## config.mk

```make
export PLATFORM = sky130hd
export DESIGN_NAME = dec_decode_arbiter
export DESIGN_NICKNAME = d
export VERILOG_FILES = /design/src/rtl/dec_decode_arbiter.sv
export SDC_FILE = /design/constraint.sdc
export NUM_CORES = 1
export LEC_CHECK = 0
export BUFFER_PORTS_ARGS = -buffer_cell sky130_fd_sc_hd__buf_2
export CORE_AREA = 2 2 59 61
export DETAILED_ROUTE_END_ITERATION = 16
export DIE_AREA = 0 0 61 63
export PLACE_DENSITY = 0.88
export SETUP_SLACK_MARGIN = 0.02
export SYNTH_ARGS = -nofsm -noshare
export SYNTH_HDL_FRONTEND = slang
export SYNTH_SLANG_ARGS = --single-unit
```

## constraint.sdc

```tcl
create_clock -name clk -period 3.3 [get_ports clk]
set_clock_uncertainty 0.15 [all_clocks]
set_input_delay 0.33 -clock clk [delete_from_list [all_inputs] [get_ports clk]]
set_output_delay 0.33 -clock clk [all_outputs]
set_load 0.05 [all_outputs]
```

## src/rtl/dec_decode_arbiter.sv

```systemverilog
// rtl/dec_decode_arbiter.sv - round-robin arbiter sharing one external 4-to-10 decoder between two requesters
module dec_decode_arbiter #(
    parameter int unsigned SETTLE = 1
) (
    input  logic       clk,
    input  logic       rst,
    input  logic       req0_valid,
    input  logic [3:0] req0_code,
    output logic       req0_ready,
    input  logic       req1_valid,
    input  logic [3:0] req1_code,
    output logic       req1_ready,
    output logic [3:0] dec_a,
    output logic       dec_c,
    input  logic [9:0] dec_b,
    output logic       rsp_valid,
    output logic       rsp_id,
    output logic [9:0] rsp_onehot,
    output logic       rsp_err,
    input  logic       rsp_ready,
    output logic [7:0] err_count
);

    typedef enum logic [1:0] {IDLE, DRIVE, SAMPLE, RESP} state_t;

    state_t     state;
    state_t     state_next;
    logic       ptr;
    logic [3:0] code_q;
    logic       id_q;
    logic [3:0] cnt;
    logic       grant_id;
    logic       accept;
    logic       handshake;

    // Preferred requester wins when valid; otherwise the other one is taken.
    always_comb begin
        grant_id = ptr;
        if (ptr == 1'b0) begin
            grant_id = req0_valid ? 1'b0 : 1'b1;
        end else begin
            grant_id = req1_valid ? 1'b1 : 1'b0;
        end
    end

    assign accept    = (state == IDLE) && (req0_valid || req1_valid) && !rst;
    assign handshake = (state == RESP) && rsp_ready;

    always_comb begin
        state_next = state;
        req0_ready = 1'b0;
        req1_ready = 1'b0;
        dec_a      = 4'd0;
        dec_c      = 1'b1;
        rsp_valid  = 1'b0;
        case (state)
            IDLE: begin
                req0_ready = accept && !grant_id;
                req1_ready = accept && grant_id;
                if (accept) begin
                    state_next = DRIVE;
                end
            end
            DRIVE: begin
                dec_a = code_q;
                dec_c = 1'b0;
                if (cnt == 4'd0) begin
                    state_next = SAMPLE;
                end
            end
            SAMPLE: begin
                dec_a      = code_q;
                dec_c      = 1'b0;
                state_next = RESP;
            end
            RESP: begin
                rsp_valid = 1'b1;
                if (rsp_ready) begin
                    state_next = IDLE;
                end
            end
            default: state_next = IDLE;
        endcase
    end

    always_ff @(posedge clk or posedge rst) begin
        if (rst) begin
            state <= IDLE;
        end else begin
            state <= state_next;
        end
    end

    always_ff @(posedge clk or posedge rst) begin
        if (rst) begin
            ptr        <= 1'b0;
            code_q     <= 4'd0;
            id_q       <= 1'b0;
            cnt        <= 4'd0;
            rsp_onehot <= 10'd0;
            rsp_err    <= 1'b0;
            err_count  <= 8'd0;
        end else begin
            if (accept) begin
                code_q <= grant_id ? req1_code : req0_code;
                id_q   <= grant_id;
                cnt    <= 4'(SETTLE - 1);
            end else if (state == DRIVE && cnt != 4'd0) begin
                cnt <= cnt - 4'd1;
            end
            if (state == SAMPLE) begin
                rsp_onehot <= dec_b;
                rsp_err    <= (code_q > 4'd9) || ($countones(dec_b) != 1);
            end
            if (handshake) begin
                ptr <= ~id_q;
                if (rsp_err && err_count != 8'hff) begin
                    err_count <= err_count + 8'd1;
                end
            end
        end
    end

    assign rsp_id = id_q;

endmodule
```

== Word-level counts from Yosys, hierarchy flattened ==
Cells that the tools add are included.
Operators by class
  magnitude comparators: 1
  muxes and demuxes: 15
  $add $sub $neg: 11
  reduce and logical (&&, ||, !) cells: 18
  bitwise operators: 1
  equal/unequal tests: 8
Operator list (number)
  $mux 4: 4
  $add 1x1->2: 5
  $add 8x1->8 const B: 1
  $ne 8x8->1 const B: 1
  $pmux 2 s4: 1
  $logic_and 1x1->1: 7
  $mux 1: 7
  $add 2x2->3: 2
  $mux 2: 3
  $ne 2x2->1 const B: 3
  $add 4x2->5: 1
  $ne 5x1->1 const B: 1
  $add 3x3->4: 1
  $eq 2x2->1 const B: 2
  $gt 4x4->1 const B: 1
  $logic_not 4->1: 1
  $reduce_bool 4->1: 1
  $sub 4x1->4 const B: 1
  $reduce_and 3->1: 1
  $eq 2x1->1 const B: 1
  $logic_not 1->1: 2
  $logic_not 2->1: 1
  $logic_or 1x1->1: 2
  $reduce_and 2->1: 1
  other kinds (3): 3
Storage, ports and cells
  output and inout bits: 28
  word-level logic and storage cells: 62
  bits in registers: 31

== Logic depth before layout (Yosys ltp) ==
  depth in word-level cells: 6
  depth in mapped cells: 11
  gate-level depth less buffers: 11

== Worst setup path before layout ==
Ideal clock, no wire load.
  path type: input-to-reg
  from: input dec_b[0]
  to: register rsp_err
  path slack: 0.044 ns
  buffers on the path: 0
  stages on the path: 11
  setup time: 0.121 ns
  arrival: 2.984 ns
  path through: fa_1 fa_1 inv_1 fa_1 inv_1 ha_1 inv_1 fa_1 a2111oi_0 a21oi_1 o22a_1
On the way
  cells in the longest elaborated chain, start to end: 6
RTL lines
  start, declared: RTL line 15  | input logic [9:0] dec_b,
  $add 1x1->2 (not written as such): RTL line 113  | rsp_err <= (code_q > 4'd9) || ($countones(dec_b) != 1);
  $add 2x2->3 (not written as such): RTL line 113
  $add 3x3->4 (not written as such): RTL line 113
  $add 4x2->5 (not written as such): RTL line 113
  $ne 5x1->1: RTL line 113
  $logic_or 1x1->1: RTL line 113
  end signal, assigned: RTL line 113
  end, declared: RTL line 19  | output logic rsp_err,
No other way between the ends.
A chain may end at the register's enable or synchronous reset.

== Final worst setup path ==
Ends and elaborated chain as after synthesis.

==> results.yml <==
logic_synthesis:
  yosysSeqAreaShare_pct: 45.9
  synth_edf_count: 0
  yosysUniqueCellTypes: 33
  yosys_warnings: 0
  synthCells: 151
  synth_top_flop_cell: "dfrtp_1"
  synth_area_um2: 1690
  async_flop_share_pct: 100
  avgSynthCellArea_um2: 11.2
  ys_ff_latch: 31
  synth_fp_nets: 188
critical_path:
  path_cells: "buf_2 > fa_1 > fa_1 > inv_1 > fa_1 > inv_1 > ha_1 > inv_1 > fa_1 > a2111oi_2 > a21oi_1 > o22a_1"
  path_buf_inv: 4
  criticalPathCategory: "in -> reg"
  reg2reg_depth: 5
  worstPathRequired_ps: 3380
  cp-end-kind: "flop"
  critPathArrivalTime_ps: 3140
  critPathLaunchType: "primary input"
  max_stage_delay_ps: 520
  timing.critical_path.mode_cell: "fa_1"
  crit_fanout: 2
  crit_cells: 12
  crit_family: "adder cells"
  crit_path_top_delay_cell: "fa_1"
power:
  p_clk_share_pct: 9.6
  intPower_uw: 1070
  p_leak_uw: 0.00108
  switchingPower_uw: 1170
  switching_share_pct: 52.3
  power_density_nw_per_um2: 1080
  max-vdd-ir-drop_v: 0.000595
  p_comb_share_pct: 60.1
  seqPwrFrac_pct: 30.3
timing:
  setup_viol_count_final: 0
  fmax_ghz: 0.327
  fin_setup_tns_ps: 0
  setup_ws_ps: 244
  hold_viol_final: 0
  max-slew-margin-rel_pct: 50.3
  grt_setup_unrepaired: "no"
  min_period_over_period_pct: 92.6
  finalCriticalPeriod_ps: 3060
  tightest_slew_ps: 743
  slew_violations: 0
finish:
  diodes: 0
  drive_gt1_share_pct: 36.1
  synthToLayoutAreaGrowth_pct: 21.9
  nets: 244
  nFillCells: 277
  finalInstanceArea_um2: 2060
  seq_area_um2: 776
  multi_input_area_um2: 840
routing:
  wl_per_cell_um: 12.7
  drc_errors: 0
  first_pass_iters: 4
  vias: 1250
  routed_wl_um: 3220
  drtAntennaViolNets: 0
  via_per_inst: 4.92
  drtIter0Drc: 44
clock_network:
  clkTransAtPathRegs_ps: 100
  clk-insertion-delay-late_ps: 330
  cts_root_buf: "clkbuf_4"
  cts_made_buffers: 5
  tritoncts: "built"
  cts_setup_buffers: 0
  htreeDepth: 2
  cts_sinks: 31
  clk_path_buf_depth: 2
place:
  numPortBuffers: 50
  dp_hpwl_um: 2510
  place_ws_ps: -258
  gp_congestion: 0.781
  place_area_um2: 1990
floorplan:
  coreArea_um2: 3230
  die_h_um: 63
  row_count: 21
  initial_core_util_pct: 52.3
  dieArea_um2: 3840
  pin_count: 51
  die-width_um: 61
worst_hold_path:
  holdCritPathClass: "in -> reg"
  whs_path_depth: 2
global_route:
  met3_usage_pct: 5.38
  grt_max_degree: 29
  antenna_found_initial: 0
  met1_usage_pct: 21.1
  grt_pass1_vias: 1212
  grt_pass1_wl_um: 5090
  grt_use_met2_pct: 29.8
  grt_usage_pct: 18.0
  top_usage_layer: "met2"
  grt_overflow: 0
run_status:
  status: "finished, final reports clean"
job:
  max_cap_viol_count: 0
-- cells in the mapped netlist (3+ instances only) --
master   instances  area share (%)
o21ai_0          7             2.1
mux2_2          12             8.0
dfrtp_1         31              46
nand2_1         13             2.9
nand3_1          4             1.2
ha_1             8             5.9
mux2i_1          7             4.1
and2_1           5             1.8
xnor2_1          4             2.1
inv_1           18             4.0
a21oi_1          5             1.5
nor2_1           4            0.89
fa_1             6             7.1
xor2_1           3             1.6
-- cell usage in the layout (no fill, tap or decap), types with 2 or more instances in the layout --
cell type and n:
buf_2 50, nand4_1 2, dfrtp_1 31, o21ai_0 7, and3_1 2, inv_1 18
ha_1 8, a21oi_1 5, mux2_2 12, nand3_1 4, fa_1 6, nand2_1 13
o211a_1 2, xnor2_1 4, nor3_1 2, xor2_1 3, nor2_1 4, clkbuf_4 5
a21o_1 2, and2_1 5, mux2i_1 7
-- kinds of logic after synthesis --
family          synth area share, %
simple gates                   11.9
flops                          45.9
compound gates                 8.58
buf+inv                        4.88
mux                            12.1
fa+ha+maj                      13.0
xor+xnor                       3.62
-- through the flow --
stage | util, % | instances | hold WS, ps | power (uW)
6_report | 63.8 | 254 | 94.2 | 2230
2_1_floorplan | - | 151 | 292 | 1730
3_5_place_dp | 61.6 | 245 | 92.6 | 2020
3_3_place_gp | 61.6 | 245 | 96.0 | 1980
5_1_grt | 63.8 | 254 | 75.9 | 2380
4_1_cts | 63.6 | 254 | 84.7 | 2240
-- worst reg2reg max path: stages (launching register included) --
cell and delay (ps):
dfrtp_1 430, inv_1 100, ha_1 240, o211ai_1 330, a221oi_2 400, mux2i_1 210
-- worst paths after layout --
check,startpoint,slack (ps),to
max,dec_b[0],240,rsp_err
min,dec_b[4],90,rsp_onehot[4]
max reg2reg,state[0],1370,state[1]
min reg2reg,code_q[1],350,code_q[1]
max in group asynchronous,rst,2120,state[1]
min in group asynchronous,rst,290,ptr
-- layout make-up --
| type | instances | area share, % |
|---|---|---|
| tap | 46 | 2.79 |
| clock inverter | 2 | 0.607 |
| clock buffer | 6 | 2.00 |
| inverter | 18 | 3.28 |
| sequential | 31 | 37.6 |
| timing repair buffer | 52 | 13.0 |
| multi-input combinational | 99 | 40.7 |
-- timing repair --
action                     CTS  global route
hold endpoints to repair     3             0
hold buffers                 1             0
setup endpoints to repair    0             1
gates resized for setup      0             2
-- sequential cells by signal (all words and copies together), names as in the netlist --
name	flops
rsp_onehot	10
err_count	8
cnt	4
code_q	4
state	2
ptr	1
rsp_err	1
rsp_id	1
-- power by group through the flow --
stage / clock, uW / combinational, uW / sequential [uW]
5_1_grt: 237 / 1450 / 697
3_5_place_dp: 0 / 1330 / 686
6_report: 215 / 1340 / 677
3_3_place_gp: 0 / 1310 / 673
4_1_cts: 218 / 1340 / 677
2_1_floorplan: 0 / 707 / 1020
-- routing by layer --
layer,vias to the layer above,share of wire [%]
met5,-,0
met4,0,1.3
met3,5,4.8
met2,41,50
met1,583,44
li1,621,-
Power figures use the tool's default switching activity.
